$ cat src/rtl/mem_wb_load_stage_pkg.sv
// Shared widths, memory-select encodings and writeback FSM states for the MEM->WB load stage.
package mem_wb_load_stage_pkg;

  localparam int DATA_BUS     = 32;
  localparam int REG_ADDR_BUS = 5;
  localparam int ADDR_BUS     = 32;

  localparam logic [3:0] MEM_SEL_BYTE = 4'b0001;
  localparam logic [3:0] MEM_SEL_HALF = 4'b0011;
  localparam logic [3:0] MEM_SEL_WORD = 4'b1111;

  typedef enum logic {
    WB_IDLE = 1'b0,
    WB_WAIT = 1'b1
  } wb_state_e;

endpackage

$ cat src/rtl/mem_wb_load_stage_if.sv
// MEM-side inputs, RAM response and writeback outputs of the MEM->WB load stage.
interface mem_wb_load_stage_if;
  import mem_wb_load_stage_pkg::*;

  logic                    flush;
  logic                    mem_read_flag;
  logic                    mem_write_flag;
  logic                    mem_sign_ext_flag;
  logic [3:0]              mem_sel;
  logic [DATA_BUS-1:0]     result;
  logic                    write_reg_en;
  logic [REG_ADDR_BUS-1:0] write_reg_addr;
  logic                    hilo_write_en;
  logic [DATA_BUS-1:0]     hi;
  logic [DATA_BUS-1:0]     lo;
  logic [ADDR_BUS-1:0]     debug_pc_addr;
  logic [DATA_BUS-1:0]     ram_rdata;
  logic                    ram_rvalid;

  logic                    stall_req;
  logic                    wb_reg_en;
  logic [REG_ADDR_BUS-1:0] wb_reg_addr;
  logic [DATA_BUS-1:0]     wb_reg_data;
  logic                    wb_hilo_en;
  logic [DATA_BUS-1:0]     wb_hi;
  logic [DATA_BUS-1:0]     wb_lo;
  logic                    load_err;
  logic [ADDR_BUS-1:0]     debug_wb_pc;
  logic [3:0]              debug_wb_rf_wen;

  modport master (
    output flush, mem_read_flag, mem_write_flag, mem_sign_ext_flag, mem_sel, result,
           write_reg_en, write_reg_addr, hilo_write_en, hi, lo, debug_pc_addr,
           ram_rdata, ram_rvalid,
    input  stall_req, wb_reg_en, wb_reg_addr, wb_reg_data, wb_hilo_en, wb_hi, wb_lo,
           load_err, debug_wb_pc, debug_wb_rf_wen
  );

  modport slave (
    input  flush, mem_read_flag, mem_write_flag, mem_sign_ext_flag, mem_sel, result,
           write_reg_en, write_reg_addr, hilo_write_en, hi, lo, debug_pc_addr,
           ram_rdata, ram_rvalid,
    output stall_req, wb_reg_en, wb_reg_addr, wb_reg_data, wb_hilo_en, wb_hi, wb_lo,
           load_err, debug_wb_pc, debug_wb_rf_wen
  );

endinterface

$ cat src/rtl/mem_wb_load_stage_load_aligner.sv
// Extracts the byte/half/word lane from a word-aligned read and sign- or zero-extends it.
module load_aligner
  import mem_wb_load_stage_pkg::*;
(
  input  logic [DATA_BUS-1:0] rdata,
  input  logic [1:0]          addr,
  input  logic [3:0]          sel,
  input  logic                sign_ext,
  output logic [DATA_BUS-1:0] data
);

  logic [7:0]  byte_v;
  logic [15:0] half_v;

  // Misaligned halves/words and unknown selects deliberately return zero.
  always_comb begin
    data   = '0;
    byte_v = rdata[{addr, 3'b000} +: 8];
    half_v = rdata[{addr[1], 4'b0000} +: 16];
    case (sel)
      MEM_SEL_BYTE: data = {{24{sign_ext & byte_v[7]}}, byte_v};
      MEM_SEL_HALF: begin
        if (!addr[0]) begin
          data = {{16{sign_ext & half_v[15]}}, half_v};
        end
      end
      MEM_SEL_WORD: begin
        if (addr == 2'b00) begin
          data = rdata;
        end
      end
      default: data = '0;
    endcase
  end

endmodule

$ cat src/rtl/mem_wb_load_stage.sv
// MEM->WB pipeline register: passes ALU results through and waits on RAM for loads.
module mem_wb_load_stage
  import mem_wb_load_stage_pkg::*;
#(
  parameter int RESP_TIMEOUT = 255
) (
  input logic               clk,
  input logic               rst,
  mem_wb_load_stage_if.slave bus
);

  localparam logic [7:0] TIMEOUT_LAST = 8'(RESP_TIMEOUT - 1);

  wb_state_e               state_q, state_d;
  logic [7:0]              wait_cnt_q, wait_cnt_d;

  logic [1:0]              held_addr_q, held_addr_d;
  logic [3:0]              held_sel_q, held_sel_d;
  logic                    held_sign_q, held_sign_d;
  logic                    held_reg_en_q, held_reg_en_d;
  logic [REG_ADDR_BUS-1:0] held_reg_addr_q, held_reg_addr_d;
  logic [ADDR_BUS-1:0]     held_pc_q, held_pc_d;

  logic                    wb_reg_en_q, wb_reg_en_d;
  logic [REG_ADDR_BUS-1:0] wb_reg_addr_q, wb_reg_addr_d;
  logic [DATA_BUS-1:0]     wb_reg_data_q, wb_reg_data_d;
  logic                    wb_hilo_en_q, wb_hilo_en_d;
  logic [DATA_BUS-1:0]     wb_hi_q, wb_hi_d;
  logic [DATA_BUS-1:0]     wb_lo_q, wb_lo_d;
  logic                    load_err_q, load_err_d;
  logic [ADDR_BUS-1:0]     debug_wb_pc_q, debug_wb_pc_d;

  logic                    is_load;
  logic [DATA_BUS-1:0]     aligned_data;

  assign is_load = bus.mem_read_flag & ~bus.mem_write_flag;

  load_aligner u_load_aligner (
    .rdata    (bus.ram_rdata),
    .addr     (held_addr_q),
    .sel      (held_sel_q),
    .sign_ext (held_sign_q),
    .data     (aligned_data)
  );

  // Write pulses default low; data/address/PC outputs hold until the next writeback.
  always_comb begin
    state_d         = state_q;
    wait_cnt_d      = wait_cnt_q;
    held_addr_d     = held_addr_q;
    held_sel_d      = held_sel_q;
    held_sign_d     = held_sign_q;
    held_reg_en_d   = held_reg_en_q;
    held_reg_addr_d = held_reg_addr_q;
    held_pc_d       = held_pc_q;
    wb_reg_en_d     = 1'b0;
    wb_reg_addr_d   = wb_reg_addr_q;
    wb_reg_data_d   = wb_reg_data_q;
    wb_hilo_en_d    = 1'b0;
    wb_hi_d         = wb_hi_q;
    wb_lo_d         = wb_lo_q;
    load_err_d      = 1'b0;
    debug_wb_pc_d   = debug_wb_pc_q;

    if (bus.flush) begin
      state_d         = WB_IDLE;
      wait_cnt_d      = '0;
      held_addr_d     = '0;
      held_sel_d      = '0;
      held_sign_d     = 1'b0;
      held_reg_en_d   = 1'b0;
      held_reg_addr_d = '0;
      held_pc_d       = '0;
    end else begin
      case (state_q)
        WB_IDLE: begin
          if (is_load) begin
            held_addr_d     = bus.result[1:0];
            held_sel_d      = bus.mem_sel;
            held_sign_d     = bus.mem_sign_ext_flag;
            held_reg_en_d   = bus.write_reg_en;
            held_reg_addr_d = bus.write_reg_addr;
            held_pc_d       = bus.debug_pc_addr;
            wait_cnt_d      = '0;
            state_d         = WB_WAIT;
          end else begin
            wb_reg_en_d   = bus.write_reg_en;
            wb_reg_addr_d = bus.write_reg_addr;
            wb_reg_data_d = bus.result;
            wb_hilo_en_d  = bus.hilo_write_en;
            wb_hi_d       = bus.hi;
            wb_lo_d       = bus.lo;
            debug_wb_pc_d = bus.debug_pc_addr;
          end
        end
        WB_WAIT: begin
          if (bus.ram_rvalid || (wait_cnt_q == TIMEOUT_LAST)) begin
            wb_reg_en_d     = held_reg_en_q;
            wb_reg_addr_d   = held_reg_addr_q;
            wb_reg_data_d   = bus.ram_rvalid ? aligned_data : '0;
            load_err_d      = ~bus.ram_rvalid;
            debug_wb_pc_d   = held_pc_q;
            state_d         = WB_IDLE;
            wait_cnt_d      = '0;
            held_reg_en_d   = 1'b0;
          end else begin
            wait_cnt_d = wait_cnt_q + 8'd1;
          end
        end
        default: state_d = WB_IDLE;
      endcase
    end
  end

  always_ff @(posedge clk) begin
    if (rst) begin
      state_q         <= WB_IDLE;
      wait_cnt_q      <= '0;
      held_addr_q     <= '0;
      held_sel_q      <= '0;
      held_sign_q     <= 1'b0;
      held_reg_en_q   <= 1'b0;
      held_reg_addr_q <= '0;
      held_pc_q       <= '0;
      wb_reg_en_q     <= 1'b0;
      wb_reg_addr_q   <= '0;
      wb_reg_data_q   <= '0;
      wb_hilo_en_q    <= 1'b0;
      wb_hi_q         <= '0;
      wb_lo_q         <= '0;
      load_err_q      <= 1'b0;
      debug_wb_pc_q   <= '0;
    end else begin
      state_q         <= state_d;
      wait_cnt_q      <= wait_cnt_d;
      held_addr_q     <= held_addr_d;
      held_sel_q      <= held_sel_d;
      held_sign_q     <= held_sign_d;
      held_reg_en_q   <= held_reg_en_d;
      held_reg_addr_q <= held_reg_addr_d;
      held_pc_q       <= held_pc_d;
      wb_reg_en_q     <= wb_reg_en_d;
      wb_reg_addr_q   <= wb_reg_addr_d;
      wb_reg_data_q   <= wb_reg_data_d;
      wb_hilo_en_q    <= wb_hilo_en_d;
      wb_hi_q         <= wb_hi_d;
      wb_lo_q         <= wb_lo_d;
      load_err_q      <= load_err_d;
      debug_wb_pc_q   <= debug_wb_pc_d;
    end
  end

  assign bus.stall_req       = (state_q == WB_WAIT);
  assign bus.wb_reg_en       = wb_reg_en_q;
  assign bus.wb_reg_addr     = wb_reg_addr_q;
  assign bus.wb_reg_data     = wb_reg_data_q;
  assign bus.wb_hilo_en      = wb_hilo_en_q;
  assign bus.wb_hi           = wb_hi_q;
  assign bus.wb_lo           = wb_lo_q;
  assign bus.load_err        = load_err_q;
  assign bus.debug_wb_pc     = debug_wb_pc_q;
  assign bus.debug_wb_rf_wen = {4{wb_reg_en_q}};

endmodule

$ cat src/flat_wrapper.sv
// flat-port wrapper written by rule: the top's interface ports become plain ports
module mem_wb_load_stage_flat import mem_wb_load_stage_pkg::*;
#(
  parameter int RESP_TIMEOUT = 255
)
  (clk, rst, bus_flush, bus_mem_read_flag, bus_mem_write_flag, bus_mem_sign_ext_flag, bus_mem_sel, bus_result, bus_write_reg_en, bus_write_reg_addr, bus_hilo_write_en, bus_hi, bus_lo, bus_debug_pc_addr, bus_ram_rdata, bus_ram_rvalid, bus_stall_req, bus_wb_reg_en, bus_wb_reg_addr, bus_wb_reg_data, bus_wb_hilo_en, bus_wb_hi, bus_wb_lo, bus_load_err, bus_debug_wb_pc, bus_debug_wb_rf_wen);
  mem_wb_load_stage_if bus_i ();
  input logic clk;
  input logic rst;
  input wire logic [$bits(bus_i.flush)-1:0] bus_flush;
  input wire logic [$bits(bus_i.mem_read_flag)-1:0] bus_mem_read_flag;
  input wire logic [$bits(bus_i.mem_write_flag)-1:0] bus_mem_write_flag;
  input wire logic [$bits(bus_i.mem_sign_ext_flag)-1:0] bus_mem_sign_ext_flag;
  input wire logic [$bits(bus_i.mem_sel)-1:0] bus_mem_sel;
  input wire logic [$bits(bus_i.result)-1:0] bus_result;
  input wire logic [$bits(bus_i.write_reg_en)-1:0] bus_write_reg_en;
  input wire logic [$bits(bus_i.write_reg_addr)-1:0] bus_write_reg_addr;
  input wire logic [$bits(bus_i.hilo_write_en)-1:0] bus_hilo_write_en;
  input wire logic [$bits(bus_i.hi)-1:0] bus_hi;
  input wire logic [$bits(bus_i.lo)-1:0] bus_lo;
  input wire logic [$bits(bus_i.debug_pc_addr)-1:0] bus_debug_pc_addr;
  input wire logic [$bits(bus_i.ram_rdata)-1:0] bus_ram_rdata;
  input wire logic [$bits(bus_i.ram_rvalid)-1:0] bus_ram_rvalid;
  output wire logic [$bits(bus_i.stall_req)-1:0] bus_stall_req;
  output wire logic [$bits(bus_i.wb_reg_en)-1:0] bus_wb_reg_en;
  output wire logic [$bits(bus_i.wb_reg_addr)-1:0] bus_wb_reg_addr;
  output wire logic [$bits(bus_i.wb_reg_data)-1:0] bus_wb_reg_data;
  output wire logic [$bits(bus_i.wb_hilo_en)-1:0] bus_wb_hilo_en;
  output wire logic [$bits(bus_i.wb_hi)-1:0] bus_wb_hi;
  output wire logic [$bits(bus_i.wb_lo)-1:0] bus_wb_lo;
  output wire logic [$bits(bus_i.load_err)-1:0] bus_load_err;
  output wire logic [$bits(bus_i.debug_wb_pc)-1:0] bus_debug_wb_pc;
  output wire logic [$bits(bus_i.debug_wb_rf_wen)-1:0] bus_debug_wb_rf_wen;
  assign bus_i.flush = bus_flush;
  assign bus_i.mem_read_flag = bus_mem_read_flag;
  assign bus_i.mem_write_flag = bus_mem_write_flag;
  assign bus_i.mem_sign_ext_flag = bus_mem_sign_ext_flag;
  assign bus_i.mem_sel = bus_mem_sel;
  assign bus_i.result = bus_result;
  assign bus_i.write_reg_en = bus_write_reg_en;
  assign bus_i.write_reg_addr = bus_write_reg_addr;
  assign bus_i.hilo_write_en = bus_hilo_write_en;
  assign bus_i.hi = bus_hi;
  assign bus_i.lo = bus_lo;
  assign bus_i.debug_pc_addr = bus_debug_pc_addr;
  assign bus_i.ram_rdata = bus_ram_rdata;
  assign bus_i.ram_rvalid = bus_ram_rvalid;
  assign bus_stall_req = bus_i.stall_req;
  assign bus_wb_reg_en = bus_i.wb_reg_en;
  assign bus_wb_reg_addr = bus_i.wb_reg_addr;
  assign bus_wb_reg_data = bus_i.wb_reg_data;
  assign bus_wb_hilo_en = bus_i.wb_hilo_en;
  assign bus_wb_hi = bus_i.wb_hi;
  assign bus_wb_lo = bus_i.wb_lo;
  assign bus_load_err = bus_i.load_err;
  assign bus_debug_wb_pc = bus_i.debug_wb_pc;
  assign bus_debug_wb_rf_wen = bus_i.debug_wb_rf_wen;
  mem_wb_load_stage #(.RESP_TIMEOUT(RESP_TIMEOUT)) u_core (.clk(clk), .rst(rst), .bus(bus_i));
endmodule
$ cat config.mk
export PLATFORM = sky130hd
export DESIGN_NAME = mem_wb_load_stage_flat
export DESIGN_NICKNAME = d
export VERILOG_FILES = /design/src/rtl/mem_wb_load_stage_pkg.sv /design/src/rtl/mem_wb_load_stage_if.sv /design/src/rtl/mem_wb_load_stage_load_aligner.sv /design/src/rtl/mem_wb_load_stage.sv /design/src/flat_wrapper.sv
export SDC_FILE = /design/constraint.sdc
export NUM_CORES = 1
export LEC_CHECK = 0
export ABC_AREA = 1
export ABC_CLOCK_PERIOD_IN_PS = 1830
export CORE_MARGIN = 4
export CORE_UTILIZATION = 45
export CTS_CLUSTER_DIAMETER = 60
export DETAILED_ROUTE_END_ITERATION = 8
export DONT_BUFFER_PORTS = 1
export GPL_ROUTABILITY_DRIVEN = 0
export SLEW_MARGIN = 40
export SYNTH_ARGS = -nofsm -noshare
export SYNTH_HDL_FRONTEND = slang
export SYNTH_SLANG_ARGS = --single-unit
$ cat constraint.sdc
create_clock -name clk -period 1.83 [get_ports clk]
set_input_delay 0.366 -clock clk [delete_from_list [all_inputs] [get_ports clk]]
set_output_delay 0.366 -clock clk [all_outputs]
set_load 0.005 [all_outputs]
# Word-level counts from Yosys, hierarchy flattened
# Index checks and enable logic that the tools add are counted.
dict set report classes {
  addsub 1
  n_eq_ne 7
  shifts 2
  n_mux 25
  bitwise 9
  reduce_logical 9
}
# operator count
set op_table {}
lappend op_table {{two-way mux 32 bit} 7}
lappend op_table {{case mux 32 bit (2 select lines)} 2}
lappend op_table {{case mux 32 bit (3 select lines)} 1}
lappend op_table {{indexed part select 32 x 6 -> 16 bit} 1}
lappend op_table {{indexed part select 32 x 6 -> 8 bit} 1}
lappend op_table {{two-way mux 8 bit} 2}
lappend op_table {{case mux 8 bit (2 select lines)} 1}
lappend op_table {{two-way mux 5 bit} 2}
lappend op_table {{case mux 5 bit (2 select lines)} 1}
lappend op_table {{adder 8 x 1 -> 8 bit, second input constant} 1}
lappend op_table {{== test 8 bit, second input constant} 1}
lappend op_table {{OR reduction 4 bit} 2}
lappend op_table {{two-way mux 1 bit} 6}
lappend op_table {{inverter 1 bit} 6}
lappend op_table {{case mux 1 bit (2 select lines)} 3}
lappend op_table {{AND reduction 3 bit} 2}
lappend op_table {{== test 4 x 1 -> 1 bit, second input constant} 1}
lappend op_table {{== test 4 x 2 -> 1 bit, second input constant} 1}
lappend op_table {{== test 4 bit, second input constant} 1}
lappend op_table {{inequality test 2 bit, second input constant} 2}
lappend op_table {{AND reduction 2 bit} 2}
lappend op_table {{bitwise AND 1 bit} 3}
lappend op_table {{zero test 2 bit} 1}
lappend op_table {{inequality test 2 x 1 -> 1 bit, second input constant} 1}
lappend op_table {{other kinds (2)} 2}
dict set report totals {
  regBits 190
  out_inout_bits 141
  wordCells 69
}

# Depth between registers and ports, before layout
dict set report depth {
  depth_word 7
  mapped_depth 13
  depth_no_buf 11
}

# Hierarchy
# From an unflattened synthesis, not the netlist that was laid out.
dict set report unflattened {
  cells_unflattened 1408
  hier_area_um2 9471.6
}
# mod n_inst cells_per_inst area_per_inst_um2 seq_area_each_um2
set modules_own_cells {}
lappend modules_own_cells {mem_wb_load_stage 1 1138 8303.0 3803.6}
lappend modules_own_cells {load_aligner 1 270 1168.6 0.0}

# Worst setup path after synthesis
# No wires, ideal clock.
dict set report synth_path {
  path_type {register to register}
  from {register u_core.wait_cnt_q[0]}
  to {register u_core.debug_wb_pc_q[0] (netlist: u_core.bus.debug_wb_pc[0])}
  arrival_ns 1.392
  t_required_ns 1.760
  setup_slack_ns 0.367
  stages_incl_launch_ff 12
  n_path_buf 2
  synth_period_minus_slack_ns 1.463
  path_cell_list {dfxtp_1 inv_1 ha_1 inv_1 nor2_1 nand2_1 nand3_2 nand3_2 buf_6 buf_2 nand2_1 a21oi_1}
}
dict set report synth_between {
  elab_chain_cells 4
}
# element line
set synth_lines {}
lappend synth_lines {{start: declaration} mem_wb_load_stage.sv:15} ;# logic [7:0] wait_cnt_q, wait_cnt_d;
lappend synth_lines {{start signal: assignment} mem_wb_load_stage.sv:135} ;# wait_cnt_q <= wait_cnt_d;
lappend synth_lines {{== test 8 bit} mem_wb_load_stage.sv:97} ;# if (bus.ram_rvalid || (wait_cnt_q == TIMEOUT_LAST)) begin
lappend synth_lines {{logical OR 1 bit} mem_wb_load_stage.sv:97}
lappend synth_lines {{inequality test 2 bit (no source line)} n/a}
lappend synth_lines {{AND reduction 3 bit (no source line)} n/a}
lappend synth_lines {{end signal: assignment} mem_wb_load_stage.sv:149} ;# debug_wb_pc_q <= debug_wb_pc_d;
lappend synth_lines {{end: declaration} mem_wb_load_stage.sv:31} ;# logic [ADDR_BUS-1:0] debug_wb_pc_q, debug_wb_pc_d;
# Every way passes these cells.
# A chain may end at the register's enable or synchronous reset.

# Final worst setup path
dict set report layout_path {
  from {register u_core.state_q (netlist: u_core.bus.stall_req)}
  to {register u_core.wb_lo_q[22] (netlist: u_core.bus.wb_lo[22])}
}
dict set report layout_between {
  elab_chain_cells 2
}
# element line
set layout_lines {}
lappend layout_lines {{start: declaration} mem_wb_load_stage.sv:14} ;# wb_state_e state_q, state_d;
lappend layout_lines {{start signal: assignment} mem_wb_load_stage.sv:134} ;# state_q <= state_d;
lappend layout_lines {{inverter 1 bit (no source line)} n/a}
lappend layout_lines {{AND reduction 3 bit (no source line)} n/a}
lappend layout_lines {{end signal: assignment} mem_wb_load_stage.sv:147} ;# wb_lo_q <= wb_lo_d;
lappend layout_lines {{end: declaration} mem_wb_load_stage.sv:29} ;# logic [DATA_BUS-1:0] wb_lo_q, wb_lo_d;
# Every way passes these cells.

==> impl_metrics.tcl <==
set metrics [dict create \
    run_status "complete, no violations" \
    clk_pin_slew_ns 0.08 \
    max_freq_mhz 572 \
    io_pins 319 \
    required_time_of_the_critical_path_ns 2.20 \
    cap_violations 0 \
    antenna_cells 0 \
    max-vdd-ir-drop_v 0.000611 \
    rsz_0062_raised_after_global_routing "no" \
    sum_of_routed_wire_length_over_all_layers_um 26800 \
    first_global_vias 7945 \
    synth_area_leaders "sky130_fd_sc_hd__dfxtp_1 (42%), sky130_fd_sc_hd__nand2_1 (20%), sky130_fd_sc_hd__a21oi_1 (11%)" \
    global_route.usage.total_pct 22.8 \
    path_max_fanout 33 \
    ant_nets 0 \
    sort_of_element_at_the_end_of_the_critical_path "register" \
    worst_max_slew_pin_slew_ns 0.460 \
    pin_count_of_the_biggest_net_entering_global_routing 76 \
    fin_worst_hold_slack_ns 0.0262 \
    count_of_synthesis_stage_warnings_from_yosys 0 \
    drt-initial-drc-count 483 \
    detailedRoute.firstPassIterationCount 6 \
    total_instance_count_after_detailed_placement 1550 \
    cells_along_the_critical_path "nor2_4, buf_12, nand3_1, a21oi_1, dlygate4sd3_1" \
    vias_per_cell 5.25 \
    insertion_delay_ns 0.43 \
    standby_leakage_power_nw 4.43 \
    fill_cells 2017 \
    fp.coreArea_mm2 0.0196 \
    portBuffers 0 \
    floorplan_die_area_mm2 0.0224 \
    std_cell_rows 51 \
    antenna_found_initial 0 \
    period_needed_ns 1.75 \
    post_cts_buffers 0 \
    timing.critical_path.buf_inv 2 \
    synth.yosys.seq_area_share_pct 42.1 \
    max_stage_delay_ns 0.58 \
    h-tree-depth 4 \
    via_count 8454 \
    postSynthRegisterBits 190 \
    syn-cell-area_mm2 0.00903 \
    area.growth.synth_to_final_pct 12.2 \
    mappedNetlistNets 1533 \
    yosys.cell_types.count 31 \
    yosys.area.top_type "sky130_fd_sc_hd__dfxtp_1" \
    crit_path_top_delay_cell "sky130_fd_sc_hd__dlygate4sd3_1" \
    synth_cells 1353 \
    cts.path.max_buffers 2 \
    critical_path_arrival_ns 2.12 \
    regArea_mm2 0.00381 \
    netlist_top_cells_count "sky130_fd_sc_hd__nand2_1 (488), sky130_fd_sc_hd__a21oi_1 (199), sky130_fd_sc_hd__dfxtp_1 (190), sky130_fd_sc_hd__nand3_1 (99), sky130_fd_sc_hd__inv_1 (95)" \
    average_wire_length_per_cell_after_detail_routing_um 16.6 \
    finalClockSkew_ns 0.0126 \
    power_density_mw_per_mm2 918 \
    hold_depth 1 \
    drive_gt1_share_pct 7.06 \
    timing_worst_setup_path_type "register to register" \
    finalCoreUtilization_pct 51.7 \
    timing.final.hold_violations 0 \
    synth-edff-count 0 \
    r2r_cells 5 \
    global_route.overflow_total 0 \
    synth_async_sr_flop_share_pct 0 \
    dp_hpwl_um 17900 \
    multi_input_area_mm2 0.00431 \
    critical_path.top_delay_family "buffers and inverters" \
    slew_viol_final 0 \
    final_period_util_pct 95.5 \
    totalNegativeSetupSlack_ns 0 \
    synth_most_common_cell "sky130_fd_sc_hd__nand2_1" \
    dieHeight_um 150 \
    cts_root_buf "sky130_fd_sc_hd__clkbuf_16" \
    detailedPlace.worstSlack_ns 0.165 \
    grt_pass1_wl_um 41100 \
    cts_tree "built" \
    clock-sinks 190 \
    path_depth 5 \
    synthDominantCellAreaShare_pct 42.1 \
    synthFlopType "sky130_fd_sc_hd__dfxtp_1" \
    drc_errors 0 \
    postLayoutSetupSlackWorst_ns 0.0824 \
    setup_violating_endpoint_count_in_the_final_report 0 \
    worstHoldPathType "input port to register" \
    finalNetCount 1513 \
    syn-mean-instance-area_um2 6.68 \
    maxSlewHeadroom_pct 69.3 \
    die_width_um 150 \
    critPathLaunchType "register" \
    floorplan.initialDensity_pct 46.1 \
    layout.cells.non_filler 1611 \
    cts-buffers-inserted 17 \
]
[metal layers]
metal / share of wire [%] / GRT usage [%] / up-vias
met3: 9.9 / 8.15 / 30
met2: 48 / 37.7 / 277
met4: 2.0 / 7.50 / 0
li1: - / - / 4283
met1: 40 / 27.6 / 3864
met5: 0 / 0 / -
[worst paths after layout]
path,end,from,slack [ns]
setup reg to reg,u_core.bus.wb_lo[22],u_core.bus.stall_req,0.08
hold / removal,u_core.bus.load_err,bus_ram_rvalid,0.03
setup / recovery,u_core.bus.wb_lo[22],u_core.bus.stall_req,0.08
hold reg to reg,u_core.held_reg_addr_q[0],u_core.held_reg_addr_q[0],0.45
[cell type report]
class	count	share of cell area [%]
Clock inverter	14	1.65
Inverter	100	3.79
Clock buffer	18	4.24
Multi-Input combinational cell	960	42.5
Sequential cell	190	37.6
Timing Repair Buffer	64	6.95
Tap cell	265	3.27
[cell families after synthesis]
group / Yosys count / synth area share, %
buffers and inverters: 203 / 10.4
AND/OR/NAND/NOR: 727 / 34.0
flip-flops: 190 / 42.1
adder cells (fa/ha/maj): 2 / 0.277
XOR/XNOR: 4 / 0.388
AO/OA/AOI/OAI: 227 / 12.8
[cell usage in the layout (no fill, tap or decap), types with 2 or more instances in the layout]
cell type / Yosys / routed
sky130_fd_sc_hd__nor2_1: 80 / 79
sky130_fd_sc_hd__dfxtp_1: 190 / 189
sky130_fd_sc_hd__buf_4: 8 / 26
sky130_fd_sc_hd__nand2_1: 488 / 487
sky130_fd_sc_hd__a21oi_1: 199 / 199
sky130_fd_sc_hd__xor2_1: 2 / 2
sky130_fd_sc_hd__nand3_4: 3 / 4
sky130_fd_sc_hd__clkbuf_16: 0 / 19
sky130_fd_sc_hd__nand2_4: 1 / 2
sky130_fd_sc_hd__inv_1: 95 / 94
sky130_fd_sc_hd__ha_1: 2 / 2
sky130_fd_sc_hd__o21ai_0: 23 / 23
sky130_fd_sc_hd__inv_6: 0 / 5
sky130_fd_sc_hd__clkinv_4: 1 / 2
sky130_fd_sc_hd__xnor2_1: 2 / 2
sky130_fd_sc_hd__a21oi_2: 4 / 4
sky130_fd_sc_hd__nand2_2: 3 / 3
sky130_fd_sc_hd__inv_8: 0 / 4
sky130_fd_sc_hd__inv_2: 2 / 2
sky130_fd_sc_hd__buf_12: 0 / 8
sky130_fd_sc_hd__dlygate4sd3_1: 0 / 26
sky130_fd_sc_hd__nand3_1: 99 / 99
sky130_fd_sc_hd__nor2_4: 2 / 3
sky130_fd_sc_hd__nand4_1: 45 / 45
[report_power, final]
part	switching (mW)	total [mW]	internal, mW
clock	1.83	3.80	1.97
combinational	0.596	0.975	0.379
sequential	0.175	4.52	4.35
total	2.60	9.30	6.70
[per-stage QoR]
stage	power, mW	cell area (um2)
floorplan	5.29	9030
global placement	5.48	9190
detailed placement	5.50	9190
CTS	9.39	10100
global route	9.73	10100
finish	9.30	10100
[state kept, by name, indices dropped and copies added (netlist names)]
signal and flops:
u_core.bus.debug_wb_pc 32, u_core.bus.wb_hi 32, u_core.bus.wb_lo 32, u_core.bus.wb_reg_data 32
u_core.held_pc_q 32, u_core.wait_cnt_q 8, u_core.bus.wb_reg_addr 5, u_core.held_reg_addr_q 5
u_core.held_sel_q 4, u_core.held_addr_q 2, u_core.bus.load_err 1, u_core.bus.stall_req 1
u_core.bus.wb_hilo_en 1, u_core.bus.wb_reg_en 1, u_core.held_reg_en_q 1, u_core.held_sign_q 1
[timing repair]
item	in CTS	in global routing
setup endpoints to repair	0	26
hold buffers	27	0
gates resized for setup	0	2
endpoints found under the hold margin	101	0
Note: power is estimated with default switching activity, not from simulation.
